==> src/rtl/if_fetch_queue.sv <==
// Instruction-fetch front end: sequential PC generation, credit-limited imem requests,
// in-order response queue to decode, redirect flush with stale-response drop, optional QED duplication.
// i_reset is active-low and asynchronous.
module if_fetch_queue #(
    parameter int unsigned     XLEN            = 32,
    parameter int unsigned     DEPTH           = 4,
    parameter int unsigned     MAX_OUTSTANDING = 2,
    parameter logic [XLEN-1:0] RESET_PC        = '0,
    parameter bit              QED_EN          = 1'b1
) (
    input  logic                     i_clk,
    input  logic                     i_reset,
    input  logic                     i_redirect_valid,
    input  logic [XLEN-1:0]          i_redirect_pc,
    output logic                     o_imem_req_valid,
    input  logic                     i_imem_req_ready,
    output logic [XLEN-1:0]          o_imem_req_addr,
    input  logic                     i_imem_rsp_valid,
    input  logic [31:0]              i_imem_rsp_data,
    input  logic                     i_qed_exec_dup,
    output logic                     o_dec_valid,
    input  logic                     i_dec_ready,
    output logic [31:0]              o_dec_instr,
    output logic [XLEN-1:0]          o_dec_pc,
    output logic                     o_dec_is_dup,
    output logic [$clog2(DEPTH):0]   o_occupancy
);

    localparam int unsigned AW = $clog2(DEPTH);
    localparam int unsigned CW = AW + 1;
    localparam int unsigned OW = $clog2(MAX_OUTSTANDING + 1);
    localparam int unsigned SW = CW + 1;

    localparam logic [6:0] OPC_LOAD   = 7'b0000011;
    localparam logic [6:0] OPC_OPIMM  = 7'b0010011;
    localparam logic [6:0] OPC_AUIPC  = 7'b0010111;
    localparam logic [6:0] OPC_STORE  = 7'b0100011;
    localparam logic [6:0] OPC_LUI    = 7'b0110111;
    localparam logic [6:0] OPC_BRANCH = 7'b1100011;
    localparam logic [6:0] OPC_JALR   = 7'b1100111;
    localparam logic [6:0] OPC_JAL    = 7'b1101111;
    localparam logic [6:0] OPC_SYSTEM = 7'b1110011;

    logic [XLEN-1:0] r_fetch_pc;
    logic [31:0]     r_instr [DEPTH];
    logic [XLEN-1:0] r_pc    [DEPTH];
    logic [AW-1:0]   r_wr_ptr;
    logic [AW-1:0]   r_rd_ptr;
    logic [CW-1:0]   r_count;
    logic [OW-1:0]   r_outstanding;
    logic [OW-1:0]   r_drop;
    logic            r_dup_phase;

    logic [XLEN-1:0] w_fetch_pc_nxt;
    logic [AW-1:0]   w_wr_ptr_nxt;
    logic [AW-1:0]   w_rd_ptr_nxt;
    logic [CW-1:0]   w_count_nxt;
    logic [OW-1:0]   w_outstanding_nxt;
    logic [OW-1:0]   w_drop_nxt;
    logic            w_dup_phase_nxt;

    logic            w_req_valid;
    logic            w_req_fire;
    logic            w_wr_en;
    logic            w_dec_valid;
    logic            w_dec_fire;
    logic            w_dup_en;
    logic            w_pop;
    logic [OW-1:0]   w_live;
    logic [XLEN-1:0] w_rsp_pc;
    logic [XLEN-1:0] w_redirect_pc;
    logic [31:0]     w_head_instr;

    // Duplicate encoding: move nonzero architectural register fields into the upper half of the file.
    function automatic logic [31:0] f_remap(input logic [31:0] instr);
        logic [6:0]  opc;
        logic        has_rd;
        logic        has_rs1;
        logic        has_rs2;
        logic [31:0] res;
        opc     = instr[6:0];
        has_rd  = !(opc == OPC_STORE || opc == OPC_BRANCH);
        has_rs1 = !(opc == OPC_LUI || opc == OPC_AUIPC || opc == OPC_JAL);
        has_rs2 = !(opc == OPC_OPIMM || opc == OPC_LOAD || opc == OPC_JALR ||
                    opc == OPC_LUI || opc == OPC_AUIPC || opc == OPC_JAL ||
                    opc == OPC_SYSTEM);
        res = instr;
        if (has_rd  && (instr[11:7]  != 5'd0)) res[11] = 1'b1;
        if (has_rs1 && (instr[19:15] != 5'd0)) res[19] = 1'b1;
        if (has_rs2 && (instr[24:20] != 5'd0)) res[24] = 1'b1;
        return res;
    endfunction

    // Credit rule: queued entries plus in-flight requests never exceed DEPTH.
    assign w_req_valid = i_reset && !i_redirect_valid &&
                         (r_outstanding < OW'(MAX_OUTSTANDING)) &&
                         ((SW'(r_count) + SW'(r_outstanding)) < SW'(DEPTH));
    assign w_req_fire  = w_req_valid && i_imem_req_ready;

    // Live requests were issued sequentially up to fetch_pc-4, so the oldest one's PC is recoverable.
    assign w_live      = r_outstanding - r_drop;
    assign w_rsp_pc    = r_fetch_pc - (XLEN'(w_live) << 2);
    assign w_wr_en     = i_imem_rsp_valid && (r_drop == '0) && !i_redirect_valid;

    assign w_dec_valid = (r_count != '0);
    assign w_dec_fire  = w_dec_valid && i_dec_ready && !i_redirect_valid;
    assign w_dup_en    = QED_EN && i_qed_exec_dup;
    assign w_pop       = w_dec_fire && (r_dup_phase || !w_dup_en);

    assign w_redirect_pc = i_redirect_pc & ~XLEN'(3);
    assign w_head_instr  = r_instr[r_rd_ptr];

    // Next-state for pointers, counters, fetch PC and duplication phase.
    always_comb begin
        w_fetch_pc_nxt    = r_fetch_pc;
        w_wr_ptr_nxt      = r_wr_ptr;
        w_rd_ptr_nxt      = r_rd_ptr;
        w_count_nxt       = r_count;
        w_outstanding_nxt = r_outstanding;
        w_drop_nxt        = r_drop;
        w_dup_phase_nxt   = r_dup_phase;

        unique case ({w_req_fire, i_imem_rsp_valid})
            2'b10:   w_outstanding_nxt = r_outstanding + OW'(1);
            2'b01:   w_outstanding_nxt = r_outstanding - OW'(1);
            default: w_outstanding_nxt = r_outstanding;
        endcase

        if (i_redirect_valid) begin
            w_fetch_pc_nxt  = w_redirect_pc;
            w_wr_ptr_nxt    = '0;
            w_rd_ptr_nxt    = '0;
            w_count_nxt     = '0;
            w_drop_nxt      = w_outstanding_nxt;
            w_dup_phase_nxt = 1'b0;
        end else begin
            if (w_req_fire) begin
                w_fetch_pc_nxt = r_fetch_pc + XLEN'(4);
            end
            if (i_imem_rsp_valid && (r_drop != '0)) begin
                w_drop_nxt = r_drop - OW'(1);
            end
            if (w_wr_en) begin
                w_wr_ptr_nxt = r_wr_ptr + AW'(1);
            end
            if (w_pop) begin
                w_rd_ptr_nxt = r_rd_ptr + AW'(1);
            end
            unique case ({w_wr_en, w_pop})
                2'b10:   w_count_nxt = r_count + CW'(1);
                2'b01:   w_count_nxt = r_count - CW'(1);
                default: w_count_nxt = r_count;
            endcase
            if (w_dec_fire) begin
                w_dup_phase_nxt = !r_dup_phase && w_dup_en;
            end
        end
    end

    always_ff @(posedge i_clk or negedge i_reset) begin
        if (!i_reset) begin
            r_fetch_pc    <= RESET_PC;
            r_wr_ptr      <= '0;
            r_rd_ptr      <= '0;
            r_count       <= '0;
            r_outstanding <= '0;
            r_drop        <= '0;
            r_dup_phase   <= 1'b0;
        end else begin
            r_fetch_pc    <= w_fetch_pc_nxt;
            r_wr_ptr      <= w_wr_ptr_nxt;
            r_rd_ptr      <= w_rd_ptr_nxt;
            r_count       <= w_count_nxt;
            r_outstanding <= w_outstanding_nxt;
            r_drop        <= w_drop_nxt;
            r_dup_phase   <= w_dup_phase_nxt;
        end
    end

    // Payload storage; validity is tracked by the pointers and count alone.
    always_ff @(posedge i_clk) begin
        if (w_wr_en) begin
            r_instr[r_wr_ptr] <= i_imem_rsp_data;
            r_pc[r_wr_ptr]    <= w_rsp_pc;
        end
    end

    assign o_imem_req_valid = w_req_valid;
    assign o_imem_req_addr  = r_fetch_pc;
    assign o_dec_valid      = w_dec_valid;
    assign o_dec_instr      = r_dup_phase ? f_remap(w_head_instr) : w_head_instr;
    assign o_dec_pc         = r_pc[r_rd_ptr];
    assign o_dec_is_dup     = r_dup_phase;
    assign o_occupancy      = r_count;

endmodule

==> config.mk <==
export PLATFORM = sky130hd
export DESIGN_NAME = if_fetch_queue
export DESIGN_NICKNAME = d
export VERILOG_FILES = /design/src/rtl/if_fetch_queue.sv
export SDC_FILE = /design/constraint.sdc
export NUM_CORES = 1
export LEC_CHECK = 0
export CORE_MARGIN = 2
export CORE_UTILIZATION = 53
export CTS_CLUSTER_DIAMETER = 150
export DETAILED_ROUTE_END_ITERATION = 10
export PLACE_DENSITY = 0.82
export SETUP_SLACK_MARGIN = 0.02
export SLEW_MARGIN = 20
export SYNTH_ARGS = -nofsm -noshare
export SYNTH_HDL_FRONTEND = slang
export SYNTH_SLANG_ARGS = --single-unit
export TNS_END_PERCENT = 30
==> constraint.sdc <==
create_clock -name i_clk -period 5 [get_ports i_clk]
set_input_delay 1.5 -clock i_clk [delete_from_list [all_inputs] [get_ports i_clk]]
set_output_delay 1.5 -clock i_clk [all_outputs]
set_load 0.03 [all_outputs]
==> impl_metrics.py <==
metrics = {
    "clock_network": {
        "ctsResizeCount": 0,
        "post_cts_buffers": 0,
        "h-tree-depth": 1,
        "clk_latency_ns": 0.54,
        "clkTransAtPathRegs_ns": 0.06,
        "clock_sinks": 290,
        "cts_tree": "yes",
        "cts_max_path_buffers": 3,
        "cts_buffers": 30,
        "hold_buffers": 0,
        "ctsRootBufferMaster": "clkbuf_16",
    },
    "routing": {
        "vias": 7312,
        "viasPerCell": 6.00,
        "wl_mm": 26.2,
        "antenna_left": 0,
        "drt-initial-drc-count": 491,
        "routedWlPerCell_um": 21.5,
        "drc": 0,
        "drtPass1Iterations": 5,
    },
    "placed_design": {
        "dpl-instance-area_mm2": 0.0143,
        "place_worst_setup_slack_ns": 0.740,
        "io_buffers": 166,
        "gp_congestion": 0.811,
        "dp_hpwl_mm": 16.6,
    },
    "synthesis": {
        "post_synth_inst_count": 745,
        "ys.flop_type": "edfxtp_1",
        "ys_seq_area_frac": 0.690,
        "synth-seq-cells": 290,
        "synth_top_area_cell": "edfxtp_1",
        "synth_warnings": 0,
        "syn_area_per_cell_um2": 16.5,
        "synth.area.top_cells": "edfxtp_1, mux4_2, dfrtp_1",
        "synthDistinctLibCells": 59,
        "synthArstFlopShare": 0.145,
        "synth_top_cell_area_share": 0.605,
        "synth_area_mm2": 0.0123,
        "synth_edf_count": 248,
    },
    "die": {
        "ioPinCount": 173,
        "die_area_mm2": 0.0245,
        "start_util": 0.542,
        "die_height_um": 156,
        "coreArea_mm2": 0.0227,
        "row_count": 55,
        "die_x_um": 156,
    },
    "sta": {
        "finalCriticalPeriod_ns": 4.67,
        "max_freq_mhz": 214,
        "clock_skew_ns": 0.0164,
        "slew-limit-headroom": 0.518,
        "finalHoldViolCount": 0,
        "layout_setup_ws_ns": 0.331,
        "rsz0062_at_grt": "no",
        "setup_viol": 0,
        "fin_crit_sh": 0.934,
        "worst_slew_pin_slew_ns": 0.722,
        "setup_tns_ns": 0,
        "slew_viol_final": 0,
        "hold_ws_ns": 0.575,
    },
    "critical_path": {
        "slowest_delay_ns": 0.68,
        "r2r_start": "r_outstanding[0]",
        "cp-start-kind": "flop",
        "worstSetupStartpoint": "r_rd_ptr[0]",
        "path_buf_inv": 1,
        "crit_path_end_kind": "output pin",
        "rr_endpoint": "r_pc[0][31]",
        "crit_type": "flop to output pin",
        "arrival_ns": 3.17,
        "rrSetupSlack_ns": 1.68,
        "reg2regPathDepth": 10,
        "cp_top_family": "buffers and inverters",
        "critical_path.cell_chain": "mux4_2, and4b_1, o2111ai_1, nand2_1, o21bai_1, clkdlybuf4s50_1",
        "cp_max_fo": 9,
        "crit_end": "o_dec_instr[19]",
        "worst-path-stages": 6,
        "required_ns": 3.50,
        "critPathSlowestCell": "clkdlybuf4s50_1",
    },
    "global_route": {
        "grtUsageTotal": 0.218,
        "grt_max_degree": 63,
        "grt_pass1_wl_mm": 41.0,
        "grt_pass1_vias": 7444,
        "antenna_found_initial": 0,
        "grt-ovfl-total": 0,
    },
    "power": {
        "vdd_drop_max_uv": 390,
        "leakagePower_nw": 5.16,
        "powerDensity_mw_per_mm2": 462,
        "p_total_w": 0.00708,
    },
    "layout": {
        "drive_above_1_share": 0.153,
        "layout.nets": 994,
        "fillCellCount": 1524,
        "diodes": 0,
        "final_area_mm2": 0.0153,
        "syn2layout_area_growth_pct": 24.3,
    },
    "outcome": {
        "status": "complete, no violations",
    },
    "flow_run": {
        "maxCapViolCount": 0,
    },
    "min_path": {
        "hold_class": "flop to flop",
    },
}
-- cells in the mapped netlist (11+ instances only) --
master and n:
nand3_1 26, or3_1 11, nand2_1 47, dfrtp_1 42, xnor2_1 19, mux4_2 62, clkbuf_1 30, o21ai_0 19
ha_1 11, inv_1 16, edfxtp_1 248, xor2_1 21, nor2_1 33
-- worst register-to-register path, stage by stage (launching register included) --
cell      delay, ns
dfrtp_1        0.42
inv_1          0.07
ha_1           0.21
xnor2_1        0.14
xnor2_1        0.37
ha_1           0.32
nand2b_1       0.10
nand3_1        0.26
nor4_2         0.66
nand3b_1       0.17
xnor2_1        0.38
-- routing by layer --
metal  vias up  routed length (um)  GRT usage  share of wire
met5         -                   0          0              0
met2       303               13300      0.368           0.51
met3        29                2010     0.0410          0.077
li1       3260                   -          -              -
met1      3720               10600      0.300           0.40
met4         0                 358     0.0507          0.014
-- layout make-up --
cell class | instances | area, um^2 | share of cell area
inverter | 16 | 60.1 | 0.00392
clock inverter | 15 | 178 | 0.0116
clock buffer | 41 | 843 | 0.0551
sequential | 290 | 8500 | 0.555
tap | 285 | 357 | 0.0233
timing repair buffer | 181 | 1820 | 0.119
multi-input combinational | 391 | 3550 | 0.232
-- state kept, by name (all words and copies together), names as in the netlist, 2 cells and up --
signal / flops
r_wr_ptr: 2
r_drop: 2
o_occupancy: 3
r_pc: 120
o_imem_req_addr: 30
r_outstanding: 2
r_instr: 128
r_rd_ptr: 2
-- how the worst min path moves through the flow --
stage / start / end / slack [ns] / depth (start not counted)
6_report: r_outstanding[0] / r_outstanding[0] / 0.57 / 1
5_1_grt: r_outstanding[0] / r_outstanding[0] / 0.60 / 1
4_1_cts: r_wr_ptr[1] / r_wr_ptr[1] / 0.58 / 2
3_5_place_dp: r_drop[1] / r_drop[1] / 0.55 / 2
3_3_place_gp: r_drop[1] / r_drop[1] / 0.54 / 2
2_1_floorplan: r_outstanding[1] / r_outstanding[1] / 0.52 / 1
-- stage by stage --
stage | util | std cells
2_1_floorplan | - | 748
3_3_place_gp | 0.629 | 1163
3_5_place_dp | 0.629 | 1163
4_1_cts | 0.674 | 1219
5_1_grt | 0.674 | 1219
6_report | 0.674 | 1219
-- power by group --
group	internal [W]	leakage (nW)	switching, W
clock	0.00138	0.499	0.000879
combinational	0.000754	1.90	0.00100
sequential	0.00290	2.76	0.000168
total	0.00503	5.16	0.00205
-- cell families after synthesis --
kind of cell,share of synthesized area
XOR/XNOR,0.0284
multiplexers,0.119
buffers and inverters,0.0230
flip-flops,0.690
other,0.000304
AND/OR/NAND/NOR,0.0849
AO/OA/AOI/OAI,0.0400
adder cells (fa/ha/maj),0.0144
-- layout by cell type (no fill, tap or decap), types with 4 or more instances in the layout --
cell,netlist,final
or3_1,11,11
buf_12,0,4
dfrtp_1,42,40
edfxtp_1,248,248
nor3_1,10,10
o211ai_1,6,6
mux2i_1,7,7
clkinv_2,0,7
and3_1,6,6
mux4_2,62,62
o21ai_0,19,19
nand3_1,26,26
a31oi_1,5,5
clkbuf_16,0,31
o311ai_0,7,7
nand4_1,10,10
bufinv_16,0,4
and2_2,0,4
conb_1,1,4
xor2_1,21,21
ha_1,11,11
nand2_1,47,47
a22oi_1,4,4
nor2_1,33,33
clkbuf_1,30,7
nand2b_1,6,6
a21oi_1,10,10
inv_1,16,16
buf_4,5,12
xnor2_1,19,19
o31ai_1,4,4
clkdlybuf4s50_1,0,163
nor4_1,8,8
and2_1,8,4
a221o_1,5,5
Note: power is estimated with default switching activity, not from simulation.
